### src/rtl/symcounter_pkg.sv
// Shared types and defaults for the press-counter front end and its AnswerPeriod consumer.
// The default count width must track AnswerPeriod's userCount input width.
package symcounter_pkg;

    typedef enum logic [1:0] {
        IDLE         = 2'd0,
        PRESS_WAIT   = 2'd1,
        HELD         = 2'd2,
        RELEASE_WAIT = 2'd3
    } db_state_t;

    localparam int DEF_DEBOUNCE_CYCLES = 1000000;
    localparam int DEF_CNT_W           = 8;
    localparam int DEF_MAX_COUNT       = 255;

endpackage

### src/rtl/btn_debounce.sv
// Two-flop synchroniser plus debounce FSM; o_accept is the combinational accept strobe, o_press_pulse its registered copy.
// Latency: raw rise to o_press_pulse is DEBOUNCE_CYCLES+2 edges; no backpressure, one pulse per debounced press.
module btn_debounce
    import symcounter_pkg::*;
#(
    parameter int DEBOUNCE_CYCLES = DEF_DEBOUNCE_CYCLES
) (
    input  logic i_clk,
    input  logic i_rst_n,
    input  logic i_btn_raw,
    output logic o_accept,
    output logic o_press_pulse
);

    localparam int             DW        = (DEBOUNCE_CYCLES > 1) ? $clog2(DEBOUNCE_CYCLES) : 1;
    localparam logic [DW-1:0]  DCNT_LAST = DW'(DEBOUNCE_CYCLES - 1);
    localparam logic [DW-1:0]  DCNT_ONE  = DW'(1);

    logic          r_sync1;
    logic          r_btn_s;
    db_state_t     r_state;
    logic [DW-1:0] r_dcnt;
    logic          r_pulse;

    db_state_t     w_state_nxt;
    logic [DW-1:0] w_dcnt_nxt;
    logic          w_accept;

    always_ff @(posedge i_clk or negedge i_rst_n) begin
        if (!i_rst_n) begin
            r_sync1 <= 1'b0;
            r_btn_s <= 1'b0;
        end else begin
            r_sync1 <= i_btn_raw;
            r_btn_s <= r_sync1;
        end
    end

    always_ff @(posedge i_clk or negedge i_rst_n) begin
        if (!i_rst_n) begin
            r_state <= IDLE;
            r_dcnt  <= '0;
            r_pulse <= 1'b0;
        end else begin
            r_state <= w_state_nxt;
            r_dcnt  <= w_dcnt_nxt;
            r_pulse <= w_accept;
        end
    end

    // The counter is reused for both press and release qualification.
    always_comb begin
        w_state_nxt = r_state;
        w_dcnt_nxt  = r_dcnt;
        w_accept    = 1'b0;
        case (r_state)
            IDLE: begin
                if (r_btn_s) begin
                    w_state_nxt = PRESS_WAIT;
                    w_dcnt_nxt  = DCNT_ONE;
                end else begin
                    w_dcnt_nxt  = '0;
                end
            end
            PRESS_WAIT: begin
                if (!r_btn_s) begin
                    w_state_nxt = IDLE;
                    w_dcnt_nxt  = '0;
                end else if (r_dcnt == DCNT_LAST) begin
                    w_state_nxt = HELD;
                    w_dcnt_nxt  = '0;
                    w_accept    = 1'b1;
                end else begin
                    w_dcnt_nxt  = r_dcnt + DCNT_ONE;
                end
            end
            HELD: begin
                if (!r_btn_s) begin
                    w_state_nxt = RELEASE_WAIT;
                    w_dcnt_nxt  = DCNT_ONE;
                end else begin
                    w_dcnt_nxt  = '0;
                end
            end
            RELEASE_WAIT: begin
                if (r_btn_s) begin
                    w_state_nxt = HELD;
                    w_dcnt_nxt  = '0;
                end else if (r_dcnt == DCNT_LAST) begin
                    w_state_nxt = IDLE;
                    w_dcnt_nxt  = '0;
                end else begin
                    w_dcnt_nxt  = r_dcnt + DCNT_ONE;
                end
            end
            default: begin
                w_state_nxt = IDLE;
                w_dcnt_nxt  = '0;
            end
        endcase
    end

    assign o_accept      = w_accept;
    assign o_press_pulse = r_pulse;

endmodule

### src/rtl/user_press_counter.sv
// Debounced, saturating press counter feeding AnswerPeriod; clear beats stop beats press.
// Latency: count and pressPulse update on the same edge, DEBOUNCE_CYCLES+2 edges after a clean rise; no backpressure.
module user_press_counter
    import symcounter_pkg::*;
#(
    parameter int DEBOUNCE_CYCLES = DEF_DEBOUNCE_CYCLES,
    parameter int CNT_W           = DEF_CNT_W,
    parameter int MAX_COUNT       = DEF_MAX_COUNT
) (
    input  logic             Clk100M,
    input  logic             Rst_n,
    input  logic             btnRaw,
    input  logic             clearCount,
    input  logic             stopCount,
    output logic [CNT_W-1:0] userCount,
    output logic             pressPulse,
    output logic             overflow
);

    localparam int           CW1     = CNT_W + 1;
    localparam logic [CNT_W:0] MAX_EXT = CW1'(MAX_COUNT);

    logic             w_accept;
    logic             w_pulse;
    logic [CNT_W:0]   w_count_ext;
    logic [CNT_W:0]   w_count_inc;
    logic [CNT_W-1:0] r_count;
    logic             r_overflow;

    btn_debounce #(
        .DEBOUNCE_CYCLES (DEBOUNCE_CYCLES)
    ) u_debounce (
        .i_clk         (Clk100M),
        .i_rst_n       (Rst_n),
        .i_btn_raw     (btnRaw),
        .o_accept      (w_accept),
        .o_press_pulse (w_pulse)
    );

    // Widened by one bit so the saturation compare cannot be fooled by a wrap.
    assign w_count_ext = {1'b0, r_count};
    assign w_count_inc = w_count_ext + CW1'(1);

    always_ff @(posedge Clk100M or negedge Rst_n) begin
        if (!Rst_n) begin
            r_count    <= '0;
            r_overflow <= 1'b0;
        end else if (clearCount) begin
            r_count    <= '0;
            r_overflow <= 1'b0;
        end else if (!stopCount && w_accept) begin
            if (w_count_ext < MAX_EXT) begin
                r_count <= w_count_inc[CNT_W-1:0];
            end else begin
                r_overflow <= 1'b1;
            end
        end
    end

    assign userCount  = r_count;
    assign pressPulse = w_pulse;
    assign overflow   = r_overflow;

endmodule

### config.mk
export PLATFORM = sky130hd
export DESIGN_NAME = user_press_counter
export DESIGN_NICKNAME = d
export VERILOG_FILES = /design/src/rtl/symcounter_pkg.sv /design/src/rtl/btn_debounce.sv /design/src/rtl/user_press_counter.sv
export SDC_FILE = /design/constraint.sdc
export NUM_CORES = 1
export LEC_CHECK = 0
export CORE_ASPECT_RATIO = 0.75
export CORE_MARGIN = 2
export CORE_UTILIZATION = 56
export DETAILED_ROUTE_END_ITERATION = 10
export GPL_TIMING_DRIVEN = 0
export PLACE_DENSITY = 0.75
export SYNTH_ARGS = -nofsm -noshare
export SYNTH_HDL_FRONTEND = slang
export SYNTH_SLANG_ARGS = --single-unit
### constraint.sdc
create_clock -name Clk100M -period 2.7 [get_ports Clk100M]
set_clock_uncertainty 0.15 [all_clocks]
set_input_delay 0.405 -clock Clk100M [delete_from_list [all_inputs] [get_ports Clk100M]]
set_output_delay 0.405 -clock Clk100M [all_outputs]
set_load 0.01 [all_outputs]
**Word-level counts from Yosys, hierarchy flattened**

Index checks and enable logic that the tools add are counted.

- Register bits after elaboration: 34
- Latch bits: 0
- Bits in writable memories: 0
- ROM bits: 0
- Word-level logic and storage cells: 49
- Memories kept: 0

- Add/subtract/negate cells: 2
- Multipliers: 0
- Divide/modulo/power cells: 0
- Order comparisons: 1
- Eq/ne operators: 9
- Shift-type cells: 0
- Muxes and demuxes: 22
- Bitwise gates (word level): 0
- Reductions and logical operators: 8

Operators by type and width:

| kind | count |
|---|---|
| 20-bit case mux with 4 select lines | 1 |
| 20-bit two-way mux | 3 |
| 8-bit two-way mux | 3 |
| 20-bit by 1-bit adder with 20-bit output (second input constant) | 1 |
| 20-bit equality test (second input constant) | 1 |
| 2-bit two-way mux | 6 |
| 8-bit by 1-bit adder with 8-bit output (second input constant) | 1 |
| 8-bit less-than comparator (second input constant) | 1 |
| 1-bit two-way mux | 8 |
| 2-bit case mux with 4 select lines | 1 |
| 2-bit equality test (second input constant) | 2 |
| 2-bit inequality test (second input constant) | 2 |
| 2-bit AND reduction | 2 |
| 4-bit AND reduction | 1 |
| 2-bit nonzero test | 2 |
| 3-bit by 1-bit inequality test with 1-bit output (second input constant) | 1 |
| 3-bit inequality test (second input constant) | 1 |
| 2-bit by 1-bit equality test with 1-bit output (second input constant) | 1 |
| 2-bit zero test | 1 |
| 2-bit by 1-bit inequality test with 1-bit output (second input constant) | 1 |
| 1-bit logical AND | 1 |
| 1-bit zero test | 1 |

**Logic depth before layout (Yosys ltp)**

- Depth after elaboration: 7
- Gate-level depth with buffers: 7
- Gate-level depth less buffers: 6

**Hierarchy**

A second synthesis with hierarchy kept.

- Cell total of the unflattened synthesis: 171
- Area, all modules: 1740.4 um2

By module, submodules not included:

| module | instances | cells an instance | area an instance (um2) | seq. area each (um2) |
|---|---|---|---|---|
| btn_debounce | 1 | 117 | 1196.1 | 625.6 |
| user_press_counter | 1 | 54 | 544.3 | 225.2 |

**Worst setup path before layout**

No wires, ideal clock.

- Path type: register to register
- Start point: register u_debounce.r_dcnt[0]
- End point: register u_debounce.r_dcnt[0]
- Library setup time: 0.082 ns
- Arrival: 1.769 ns
- Data required time: 2.468 ns
- Slack: 0.699 ns
- Cell stages (with the launch flop): 8
- Period minus slack after synthesis: 2.001 ns
- Path through: dfrtp_1 > ha_1 > and2_1 > and4_4 > nor4bb_4 > or3b_1 > buf_4 > o22ai_1

- Word-level cells in the longest chain between the ends: 4

RTL lines:

| element | RTL line | text |
|---|---|---|
| start, declared | btn_debounce.sv:22 | `logic [DW-1:0] r_dcnt;` |
| start signal, assigned | btn_debounce.sv:46 | `r_dcnt <= w_dcnt_nxt;` |
| 20-bit by 1-bit adder with 20-bit output / 20-bit equality test (equally long branches) | - |  |
| 20-bit two-way mux * | btn_debounce.sv:69, btn_debounce.sv:89 |  |
| 20-bit two-way mux, on equally long branches | btn_debounce.sv:86, btn_debounce.sv:66 |  |
| 20-bit case mux with 4 select lines * | btn_debounce.sv:56 | `case (r_state)` |
| named net u_debounce.w_dcnt_nxt[0] | btn_debounce.sv:26 | `logic [DW-1:0] w_dcnt_nxt;` |

The timed path passes the listed nets; every way through them passes the cells marked *.
A chain may end at the register's enable or synchronous reset.

**Worst setup path after layout**

- Start point: register u_debounce.r_dcnt[0]
- End point: register u_debounce.r_dcnt[2]

Same word-level chain as after synthesis.

==> out/summary.md <==
- switching power summed over all nets: 193 uW
- DIE AREA: 0.00343 mm2
- worst hold path class: in2async
- Post-synth ARST share: 1.00
- CP endpoint kind: flop
- Via density: 5.63
- clock network fraction of design power: 0.384
- fraction of layout instances using a drive strength above 1: 0.0919
- number of post-CTS setup repair buffers: 0
- post-synthesis cell type count: 37
- CTS resizes: 0
- Clock Root Buffer: sky130_fd_sc_hd__clkbuf_8
- power share of the combinational group: 0.038
- maximum vdd drop: 0.374 mV
- startpoint of the worst register-to-register path: u_debounce.r_dcnt[0]
- drt total wl: 3120 um
- sum of buffers and inverters on the critical path: 1
- remaining routing DRC violations: 0
- Chip Height: 51.2 um
- most used standard cell by instance count after synthesis: sky130_fd_sc_hd__dfrtp_1
- Worst setup startpoint: u_debounce.r_dcnt[0]
- final hold vios: 0
- Switching Fraction: 0.215
- clock slew at reported path FFs: 0.07 ns
- Seq cells post-synth: 34
- number of global-route vias before repair: 1184
- Final ANT Viol Nets: 0
- Mapped Cells: 164
- Critical Path Slowest Stage Cell: sky130_fd_sc_hd__or3b_1
- top-level I/O count: 15
- count of flip-flops with a built-in enable after synthesis: 0
- global placement routability congestion: 0.841
- dpl hpwl: 2210 um
- Seq/Total Area, Yosys: 0.511
- maximum frequency from static timing analysis: 0.443 GHz
- post-route worst hold slack: 0.0326 ns
- Worst setup SP type: flop
- violation count after the first detailed-routing iteration: 93
- TritonCTS clock tree: done
- Initial DRT Pass Iterations: 4
- power density over the cells: 465 mW/mm2
- total global-route track usage: 0.218
- overall power after layout: 895 uW
- type of the worst setup path: reg2reg
- cell type with the largest total area after synthesis: sky130_fd_sc_hd__dfrtp_1
- top post-synthesis cells by area: sky130_fd_sc_hd__dfrtp_1 (51%), sky130_fd_sc_hd__nor2_1 (7.0%), sky130_fd_sc_hd__xnor2_1 (5.3%)
- Die W: 66.9 um
- routed len/inst: 14.0 um
- maximum fanout along the worst path: 10
- relative area change from synthesis to final layout: 15.6%
- primary flip-flop cell chosen by synthesis mapping: sky130_fd_sc_hd__dfrtp_1
- first-pass GRT wire length: 5460 um
- largest net degree at the start of global routing: 35
- max-slew violations: 0
- number of nets in the layout: 192
- CTS max path bufs: 2
- number of buffers inserted for hold repair after clock tree synthesis: 0
- Num CTS Buffers: 5
- Int Power: 702 uW
- clock latency at the later pin of the worst-skew pair: 0.28 ns
- DP Cell Count: 216
- initial cell density of the core: 0.575
- crit path DAT: 2.30 ns
- number of antenna cells inserted: 0
- required time at the worst-slack endpoint: 2.74 ns
- Max Cap Violations: 0
- initial antenna violation count: 0
- setup repair after global routing missed its margin: no
- site row count: 17
- static leakage power: 0.000817 uW
- total vias in the final route: 1255
- sequential power share: 0.578
- number of I/O port buffers: 14
- outcome: completed
- crit share post-route: 0.836
- share of the synthesized area in the top cell type: 0.511
- Clock Sinks: 34
- final non-filler cell area: 0.00192 mm2
- Core Footprint: 0.00289 mm2
- tightest slew margin relative to the limit: 0.513
- Final Critical Period: 2.26 ns
- transition time at the pin with the least slew margin: 0.731 ns
- final number of setup-violating endpoints: 0
- CP cell instances: ha_1 > and2_1 > and4_4 > nor4bb_4 > or3b_1 > buf_2 > nor2_1
- count of warnings emitted by yosys: 0
- highest cell delay on the worst timing path: 0.40 ns
- Post-Syn Area: 0.00166 mm2
- total cell area at the placement stage: 0.00185 mm2
- family with the most delay on the worst path: simple AND/OR/NAND/NOR gates
- final std cells w/o fill: 223
- syn_nets: 171
- sum of negative setup slack: 0 ns
- remaining global-route overflow: 0
- number of H-tree levels: 2
- ranking of synthesized cells by instance count: sky130_fd_sc_hd__dfrtp_1 (34), sky130_fd_sc_hd__nor2_1 (31), sky130_fd_sc_hd__nand3_1 (12), sky130_fd_sc_hd__xnor2_1 (10), sky130_fd_sc_hd__xor2_1 (10)
- Avg Inst Size Synth: 10.1 um2
state kept, by name, indices dropped and copies added, names as in the netlist, named ones only:
| name | cells |
|---|---|
| userCount | 8 |
| overflow | 1 |
| u_debounce.o_press_pulse | 1 |
| u_debounce.r_state | 1 |
| u_debounce.r_dcnt | 20 |
| u_debounce.r_btn_s | 1 |
| u_debounce.r_sync1 | 1 |
per-stage QoR:
stage	utilization	setup WS, ns
after floorplan	-	0.699
after global placement	0.640	0.339
after detailed placement	0.638	0.272
after CTS	0.665	0.475
after global routing	0.665	0.339
final	0.665	0.443
per-layer routing:
layer	up-vias	share of wire	GRT usage
li1	614	-	-
met1	620	0.52	0.306
met3	7	0.028	0.0529
met2	14	0.44	0.335
met4	0	0.012	0.0714
met5	-	0	0
cells in the final DEF (no fill, tap or decap), types with 2 or more instances in the layout:
cell type | Yosys | final
sky130_fd_sc_hd__dfrtp_1 | 34 | 34
sky130_fd_sc_hd__nor2_1 | 31 | 31
sky130_fd_sc_hd__clkdlybuf4s50_1 | 0 | 13
sky130_fd_sc_hd__nand3_1 | 12 | 12
sky130_fd_sc_hd__xnor2_1 | 10 | 10
sky130_fd_sc_hd__xor2_1 | 10 | 10
sky130_fd_sc_hd__nand2_1 | 9 | 9
sky130_fd_sc_hd__a21oi_1 | 6 | 6
sky130_fd_sc_hd__and3_1 | 5 | 5
sky130_fd_sc_hd__clkbuf_8 | 0 | 5
sky130_fd_sc_hd__nand4_1 | 4 | 4
sky130_fd_sc_hd__inv_1 | 4 | 4
sky130_fd_sc_hd__and2_1 | 3 | 3
sky130_fd_sc_hd__o21ai_0 | 3 | 3
sky130_fd_sc_hd__or3_1 | 3 | 3
sky130_fd_sc_hd__clkbuf_1 | 1 | 3
sky130_fd_sc_hd__and4_4 | 2 | 2
sky130_fd_sc_hd__buf_2 | 1 | 2
sky130_fd_sc_hd__and4_1 | 2 | 2
sky130_fd_sc_hd__nor3_1 | 2 | 2
sky130_fd_sc_hd__nor2b_1 | 2 | 2
sky130_fd_sc_hd__mux2_2 | 2 | 2
sky130_fd_sc_hd__ha_1 | 2 | 2
power by group through the flow:
stage | combinational [uW] | clock (uW) | sequential, uW
finish | 33.7 | 344 | 517
global route | 38.8 | 374 | 518
CTS | 34.7 | 352 | 517
detailed placement | 34.8 | 0 | 527
global placement | 33.8 | 0 | 526
floorplan | 14.3 | 0 | 526
logic make-up (layout without fill, tap and decap cells):
group           after synthesis  in the layout  share of synthesized area
compound gates               13             13                     0.0466
xor+xnor                     20             20                      0.105
fa+ha+maj                     2              2                     0.0150
buf+inv                       8             29                     0.0256
flops                        34             34                      0.511
mux                           3              3                     0.0195
simple gates                 84             84                      0.277
final cells by class:
class                           instances  area [um2]
Fill cell                             245         970
Buffer                                  4        27.5
Tap cell                               38        47.5
Inverter                                4        15.0
Timing Repair Buffer                   14         135
Sequential cell                        34         851
Multi-Input combinational cell        122         771
Clock buffer                            7        76.3
worst paths after layout:
path	to	slack, ns	cells past startpoint
max in group asynchronous	u_debounce.r_sync1	1.90	1
setup reg to reg	u_debounce.r_dcnt[2]	0.44	7
setup / recovery	u_debounce.r_dcnt[2]	0.44	7
min in group Clk100M	u_debounce.r_btn_s	0.22	0
hold / removal	u_debounce.r_dcnt[9]	0.03	1
hold reg to reg	u_debounce.r_btn_s	0.22	0
Note: power is estimated with default switching activity, not from simulation.
